[config.mk]
export PLATFORM = sky130hd
export DESIGN_NAME = accumulator_memory
export DESIGN_NICKNAME = d
export VERILOG_FILES = /design/src/rtl/accumulator_pkg.sv /design/src/rtl/rr_arbiter.sv /design/src/rtl/accumulator_memory.sv
export SDC_FILE = /design/constraint.sdc
export NUM_CORES = 2
export LEC_CHECK = 0
export BUFFER_PORTS_ARGS = -buffer_cell sky130_fd_sc_hd__clkbuf_2
export CORE_AREA = 3 3 427 429
export DETAILED_ROUTE_END_ITERATION = 8
export DIE_AREA = 0 0 430 432
export HOLD_SLACK_MARGIN = 0.06
export SETUP_SLACK_MARGIN = 0.5
export SLEW_MARGIN = 20
export SYNTH_ARGS = -nofsm -noshare
export SYNTH_HDL_FRONTEND = slang
export SYNTH_HIERARCHICAL = 1
export SYNTH_SLANG_ARGS = --single-unit
[constraint.sdc]
create_clock -name clk -period 3.53 [get_ports clk]
set_input_delay 0.353 -clock clk [delete_from_list [all_inputs] [get_ports clk]]
set_output_delay 0.353 -clock clk [all_outputs]
set_load 0.02 [all_outputs]
[src/rtl/accumulator_pkg.sv]
// rtl/accumulator_pkg.sv - shared bus opcodes and arbiter FSM encodings
package accumulator_pkg;

  localparam int NPROC_DEF = 4;
  localparam int DEPTH_DEF = 64;
  localparam int AW_DEF    = 6;

  localparam logic [1:0] OP_NOP   = 2'b00;
  localparam logic [1:0] OP_FETCH = 2'b01;
  localparam logic [1:0] OP_SEND  = 2'b10;

  typedef enum logic [1:0] {
    ST_IDLE,
    ST_WAIT_OP,
    ST_RESP,
    ST_RELEASE
  } mem_state_e;

endpackage

[src/rtl/rr_arbiter.sv]
// rtl/rr_arbiter.sv - combinational round-robin pick starting at rr_ptr_i
module rr_arbiter #(
  parameter int NPROC = 4,
  parameter int PW    = 2
) (
  input  logic [NPROC-1:0] req_i,
  input  logic [PW-1:0]    rr_ptr_i,
  output logic [NPROC-1:0] grant_o,
  output logic [PW-1:0]    idx_o,
  output logic             valid_o
);

  int j;

  always_comb begin
    grant_o = '0;
    idx_o   = '0;
    valid_o = 1'b0;
    j       = 0;
    for (int i = 0; i < NPROC; i++) begin
      j = int'(rr_ptr_i) + i;
      if (j >= NPROC) j = j - NPROC;
      if (!valid_o && req_i[j]) begin
        valid_o    = 1'b1;
        grant_o[j] = 1'b1;
        idx_o      = PW'(j);
      end
    end
  end

endmodule

[src/rtl/accumulator_memory.sv]
// rtl/accumulator_memory.sv - operand FIFO and round-robin bus owner for the accumulator processors
module accumulator_memory
  import accumulator_pkg::*;
#(
  parameter int NPROC = NPROC_DEF,
  parameter int DEPTH = DEPTH_DEF,
  parameter int AW    = AW_DEF
) (
  input  logic             clk,
  input  logic             reset,
  input  logic [NPROC-1:0] req,
  output logic [NPROC-1:0] grant,
  input  logic [1:0]       op,
  output logic [31:0]      read,
  input  logic [31:0]      write,
  output logic             signal,
  input  logic             load_valid,
  input  logic [31:0]      load_data,
  output logic [AW:0]      count,
  output logic             done,
  output logic             overflow
);

  localparam int PW = (NPROC > 1) ? $clog2(NPROC) : 1;
  localparam logic [AW:0]   FULL_CNT = (AW+1)'(DEPTH);
  localparam logic [AW:0]   ONE_CNT  = (AW+1)'(1);
  localparam logic [AW+1:0] IF_ONE   = (AW+2)'(1);
  localparam logic [AW+1:0] IF_TWO   = (AW+2)'(2);

  mem_state_e       state_q, state_d;
  logic [NPROC-1:0] grant_q, grant_d;
  logic [PW-1:0]    rr_ptr_q, rr_ptr_d, owner_q, owner_d;
  logic [AW-1:0]    head_q, head_d, tail_q, tail_d;
  logic [AW:0]      count_q, count_d;
  logic [AW+1:0]    in_flight_q, in_flight_d;
  logic [31:0]      read_q, read_d;
  logic             signal_q, signal_d;
  logic             overflow_q, overflow_d;
  logic             done_q;

  logic             push, pop, full, mem_we;
  logic [31:0]      push_data;
  logic [31:0]      mem_q [DEPTH];

  logic [NPROC-1:0] arb_grant;
  logic [PW-1:0]    arb_idx;
  logic             arb_valid;

  rr_arbiter #(.NPROC(NPROC), .PW(PW)) u_arb (
    .req_i    (req),
    .rr_ptr_i (rr_ptr_q),
    .grant_o  (arb_grant),
    .idx_o    (arb_idx),
    .valid_o  (arb_valid)
  );

  assign full   = (count_q == FULL_CNT);
  assign mem_we = push && !full;

  always_comb begin
    state_d     = state_q;
    grant_d     = grant_q;
    rr_ptr_d    = rr_ptr_q;
    owner_d     = owner_q;
    head_d      = head_q;
    tail_d      = tail_q;
    count_d     = count_q;
    in_flight_d = in_flight_q;
    read_d      = read_q;
    signal_d    = signal_q;
    overflow_d  = overflow_q;
    push        = 1'b0;
    pop         = 1'b0;
    push_data   = write;

    case (state_q)
      ST_IDLE: begin
        if (load_valid && grant_q == '0) begin
          push      = 1'b1;
          push_data = load_data;
        end else if (arb_valid) begin
          grant_d = arb_grant;
          owner_d = arb_idx;
          state_d = ST_WAIT_OP;
        end
      end
      ST_WAIT_OP: begin
        if (!req[owner_q]) begin
          grant_d = '0;
          state_d = ST_IDLE;
        end else begin
          // x/z opcodes match no item and fall through as NOP
          case (op)
            OP_FETCH: begin
              if (count_q != '0) begin
                read_d      = mem_q[head_q];
                signal_d    = 1'b1;
                pop         = 1'b1;
                in_flight_d = in_flight_q + IF_ONE;
                state_d     = ST_RESP;
              end
            end
            OP_SEND: begin
              push        = 1'b1;
              signal_d    = 1'b1;
              in_flight_d = (in_flight_q >= IF_TWO) ? in_flight_q - IF_TWO : '0;
              state_d     = ST_RESP;
            end
            default: ;
          endcase
        end
      end
      ST_RESP: begin
        signal_d = 1'b0;
        grant_d  = '0;
        rr_ptr_d = (owner_q == PW'(NPROC-1)) ? '0 : owner_q + PW'(1);
        state_d  = ST_RELEASE;
      end
      ST_RELEASE: begin
        if (!req[owner_q]) state_d = ST_IDLE;
      end
      default: state_d = ST_IDLE;
    endcase

    // a push into a full FIFO is dropped but still completes on the bus
    if (push) begin
      if (full) begin
        overflow_d = 1'b1;
      end else begin
        tail_d  = tail_q + AW'(1);
        count_d = count_q + ONE_CNT;
      end
    end
    if (pop) begin
      head_d  = head_q + AW'(1);
      count_d = count_q - ONE_CNT;
    end
  end

  always_ff @(posedge clk or negedge reset) begin
    if (!reset) begin
      state_q     <= ST_IDLE;
      grant_q     <= '0;
      rr_ptr_q    <= '0;
      owner_q     <= '0;
      head_q      <= '0;
      tail_q      <= '0;
      count_q     <= '0;
      in_flight_q <= '0;
      read_q      <= '0;
      signal_q    <= 1'b0;
      overflow_q  <= 1'b0;
      done_q      <= 1'b0;
    end else begin
      state_q     <= state_d;
      grant_q     <= grant_d;
      rr_ptr_q    <= rr_ptr_d;
      owner_q     <= owner_d;
      head_q      <= head_d;
      tail_q      <= tail_d;
      count_q     <= count_d;
      in_flight_q <= in_flight_d;
      read_q      <= read_d;
      signal_q    <= signal_d;
      overflow_q  <= overflow_d;
      done_q      <= (count_d == ONE_CNT) && (in_flight_d == '0);
    end
  end

  always_ff @(posedge clk) begin
    if (mem_we) mem_q[tail_q] <= push_data;
  end

  assign grant    = grant_q;
  assign read     = read_q;
  assign signal   = signal_q;
  assign count    = count_q;
  assign done     = done_q;
  assign overflow = overflow_q;

endmodule

==> impl_results.md <==
- Status: finished, final reports clean
- Critical Path Sink Type: flop
- CP top delay family: multiplexers
- Clock Latency Late Sink: ~0.83 ns
- Antenna violations before repair: 7
- Met2 Resource Use GR: 38.5%
- Post-synth top area share: 74.8%
- Met1 Resource Use GR: 33.1%
- Vias per cell: roughly 6
- Max-cap violations: 0
- Synth Area in Compound Gates: 1.13%
- DRC viols: 0
- Root buf cell: clkbuf_16
- Yosys cell types: 70
- Max-slew violations: 0
- Die height: ~430 um
- XOR/XNOR Fraction of Synth Area: 0.160%
- Seq/Total Area, Yosys: 77.0%
- Worst Hold Class: input pin to asynchronous set/reset pin
- Setup TNS: 0 ns
- Critical Path Max Stage Delay: ~0.57 ns
- Largest net degree at the start of global routing: 76
- Grt peak-use layer: met2
- Crit path cell chain: buf_16, buf_4, bufbuf_16, mux4_2, mux4_2, mux2i_1, buf_4, o21ai_0
- Cell taking the most area after synthesis: edfxtp_1
- CP required: ~4.2 ns
- FF+latch count, synth: ~2100
- Worst setup path category: flop to flop
- Sinks on Clock Net: ~2100
- Least-Margin Pin Slew: 0.967 ns
- Total power: 72.2 mW
- Fmax: 0.338 GHz
- Vias in the first global route: 39800
- Synth cell count leaders: 2048 x edfxtp_1, 641 x mux4_2, 121 x nor2_1
- P&R area growth vs syn: 17.9%
- Antenna-violating nets left: 0
- Fillers: 13300
- Max clock buf depth: 3
- Total Routed Length: between 200000 and 250000 um
- IO buf count: approximately 120
- Pwr per Cell Area: ~750 mW/mm^2
- Die width: 430 um
- Crit path max-delay cell type: mux4_2
- Via Count: between 30000 and 40000
- Number of synthesized flops with an enable pin: 2048
- Clock period minus worst slack: 2.96 ns
- Worst slew margin: between 30 and 40%
- Htree depth: 4
- First-pass GRT wire length: 308000 um
- DR WL/cell: 33.4 um
- RePlAce Congestion: 0.804
- GR Util All Layers: a little under a quarter
- Top cells by area, synth: edfxtp_1 75%, mux4_2 18%, dfrtp_1 2.2%
- Post-synthesis simple-gate area fraction: ~1.3%
- HPWL Detailed: 123000 um
- Core Util, Final: between 50% and 60%
- Arr. time, crit path: between 3 and 4 ns
- M3 GR Usage: 4.09%
- Clk slew on worst S/H paths: 0.06 ns
- Leakage: 30.4 nW
- RSZ-0062 raised after global routing: yes
- Synthesized Nets: 3578
- R2r setup slk: ~0.57 ns
- Final nets: 4102
- Ys Warns: 6
- Final period utilization: 83.8%
- I/O pin count: 119
- CTS Buf Count: between 200 and 250
- Core Area: 0.179 mm^2
- Area share of fa/ha/maj cells after synthesis: 0.350%
- Final Hold Vio Count: 0
- Reg-to-Reg Start: head_q[0]$_DFFE_PN0P_
- 1st-iter DRT viols: 4899
- RR Endpoint: read[5]$_DFFE_PN0P_
- Worst vdd ir: 0.000524 V
- Critical Path Start Type: flop
- Initial cell density of the core: 46.0%
- Full die area: roughly 0.19 mm^2
- TritonRoute pass-1 iters: 5
- Setup-failing EPs final: 0
- Mux share of post-synthesis cell area: about a fifth
- Largest family of logic cells by synthesized area: multiplexers
- FP Rows: 155
- Global route overflow: 0
- Main flop type after synthesis: edfxtp_1
- Mapped Cells: approximately 3500
- CTS tree: done
- R2R depth: 8
- Async SR Flop Fraction: 3.40%
- Post-route clock skew: 0.0273 ns
- Cell Area, Synth: 0.0822 mm^2
- Layout cells sized above 1: 37.9%
- Average size of a mapped cell: 23.6 um^2
- Crit Path Max Fanout: 12
- Worst Path Buf+Inv: 4
- Most common cell in the netlist: edfxtp_1
-- repair_timing --
| item | 4_1_cts | 5_1_grt |
|---|---|---|
| resized for setup | 24 | 40 |
| setup endpoints to repair | 1309 | 723 |
| hold endpoints to repair | 44 | 0 |
| hold buffers | 4 | 0 |
| pin swaps | 27 | 11 |
| setup buffers | 62 | 41 |
| cloned | 9 | 9 |
-- worst register-to-register path, delay by kind of cell, from the launching register on --
family	cells	cell delay, ns
buffers and inverters	4	0.90
multiplexers	3	1.35
flip-flops	1	0.49
AO/OA/AOI/OAI	1	0.08
-- cell usage in the layout (no fill, tap or decap), drive strengths merged, types with 23 or more instances in the layout --
| cell type | instances |
|---|---|
| edfxtp | 2048 |
| buf | 363 |
| inv | 24 |
| o21ai | 54 |
| mux2i | 67 |
| dfrtp | 72 |
| nor2 | 128 |
| a21oi | 44 |
| clkbuf | 388 |
| nand2 | 25 |
| mux4 | 644 |
| ha | 23 |
| mux2 | 41 |
| clkinv | 93 |
-- flip-flops by register name, summed over array words and instances (netlist names), 2 cells and up, named ones only --
signal       count
mem_q         2048
read            32
grant            4
rr_ptr_q         2
count            7
tail_q           6
in_flight_q      8
owner_q          2
head_q           6
-- worst max path at each step --
stage | startpoint | end | slack, ns | cells past startpoint
finish | head_q[0]$_DFFE_PN0P_ | read[5]$_DFFE_PN0P_ | 0.57 | 8
global route | head_q[0]$_DFFE_PN0P_ | read[23]$_DFFE_PN0P_ | 0.44 | 8
CTS | flop | mem_q[51][24]$_DFFE_PP_ | 0.27 | 12
detailed placement | flop | mem_q[33][21]$_DFFE_PP_ | 0.10 | 13
global placement | op[0] | mem_q[62][7]$_DFFE_PP_ | 0.04 | 11
floorplan | count[0]$_DFF_PN0_ | mem_q[16][0]$_DFFE_PP_ | 0.09 | 8
-- layout make-up --
cell class | instances | area, um^2 | area share [%]
diodes | 3 | 7.51 | 0.00775
clock buffers | 264 | 5540 | 5.72
multi-input cells | 1164 | 18700 | 19.3
repair buffers | 494 | 5030 | 5.19
well taps | 2355 | 2950 | 3.04
clock inverters | 124 | 1220 | 1.26
flip-flops and latches | 2120 | 63300 | 65.4
inverters | 19 | 71.3 | 0.0736
-- per-stage QoR --
step | hold WS (ns) | area, um^2 | std cells | worst slack [ns]
after global placement | 0.480 | 88400 | 6026 | 0.0369
after CTS | 0.123 | 96200 | 6490 | 0.274
after detailed placement | 0.483 | 88400 | 6027 | 0.105
after global routing | 0.170 | 96900 | 6540 | 0.443
after floorplan | 0.0574 | 82400 | 3482 | 0.0949
final | 0.165 | 96900 | 6543 | 0.570
-- routing by layer --
| layer | vias to the layer above | part of all wire (%) |
|---|---|---|
| met5 | - | 0 |
| met3 | 291 | 7.3 |
| met4 | 0 | 3.0 |
| met2 | 1770 | 49 |
| met1 | 21600 | 40 |
| li1 | 16100 | - |
-- kinds of logic after synthesis --
kind of cell | Yosys count
and+or+nand+nor | 217
DFF | 2120
adders and majority gates | 23
AOI/OAI and AO/OA | 150
xor gates and xnor gates | 15
muxes | 752
buffers and inverters | 205
-- power by group --
part	total, mW	leakage [nW]	switching (mW)	internal [mW]
Clock	21.9	3.29	9.34	12.6
Combinational	20.2	7.83	10.8	9.37
Sequential	30.1	19.3	0.825	29.3
Total	72.2	30.4	21.0	51.2
Power figures use the tool's default switching activity.
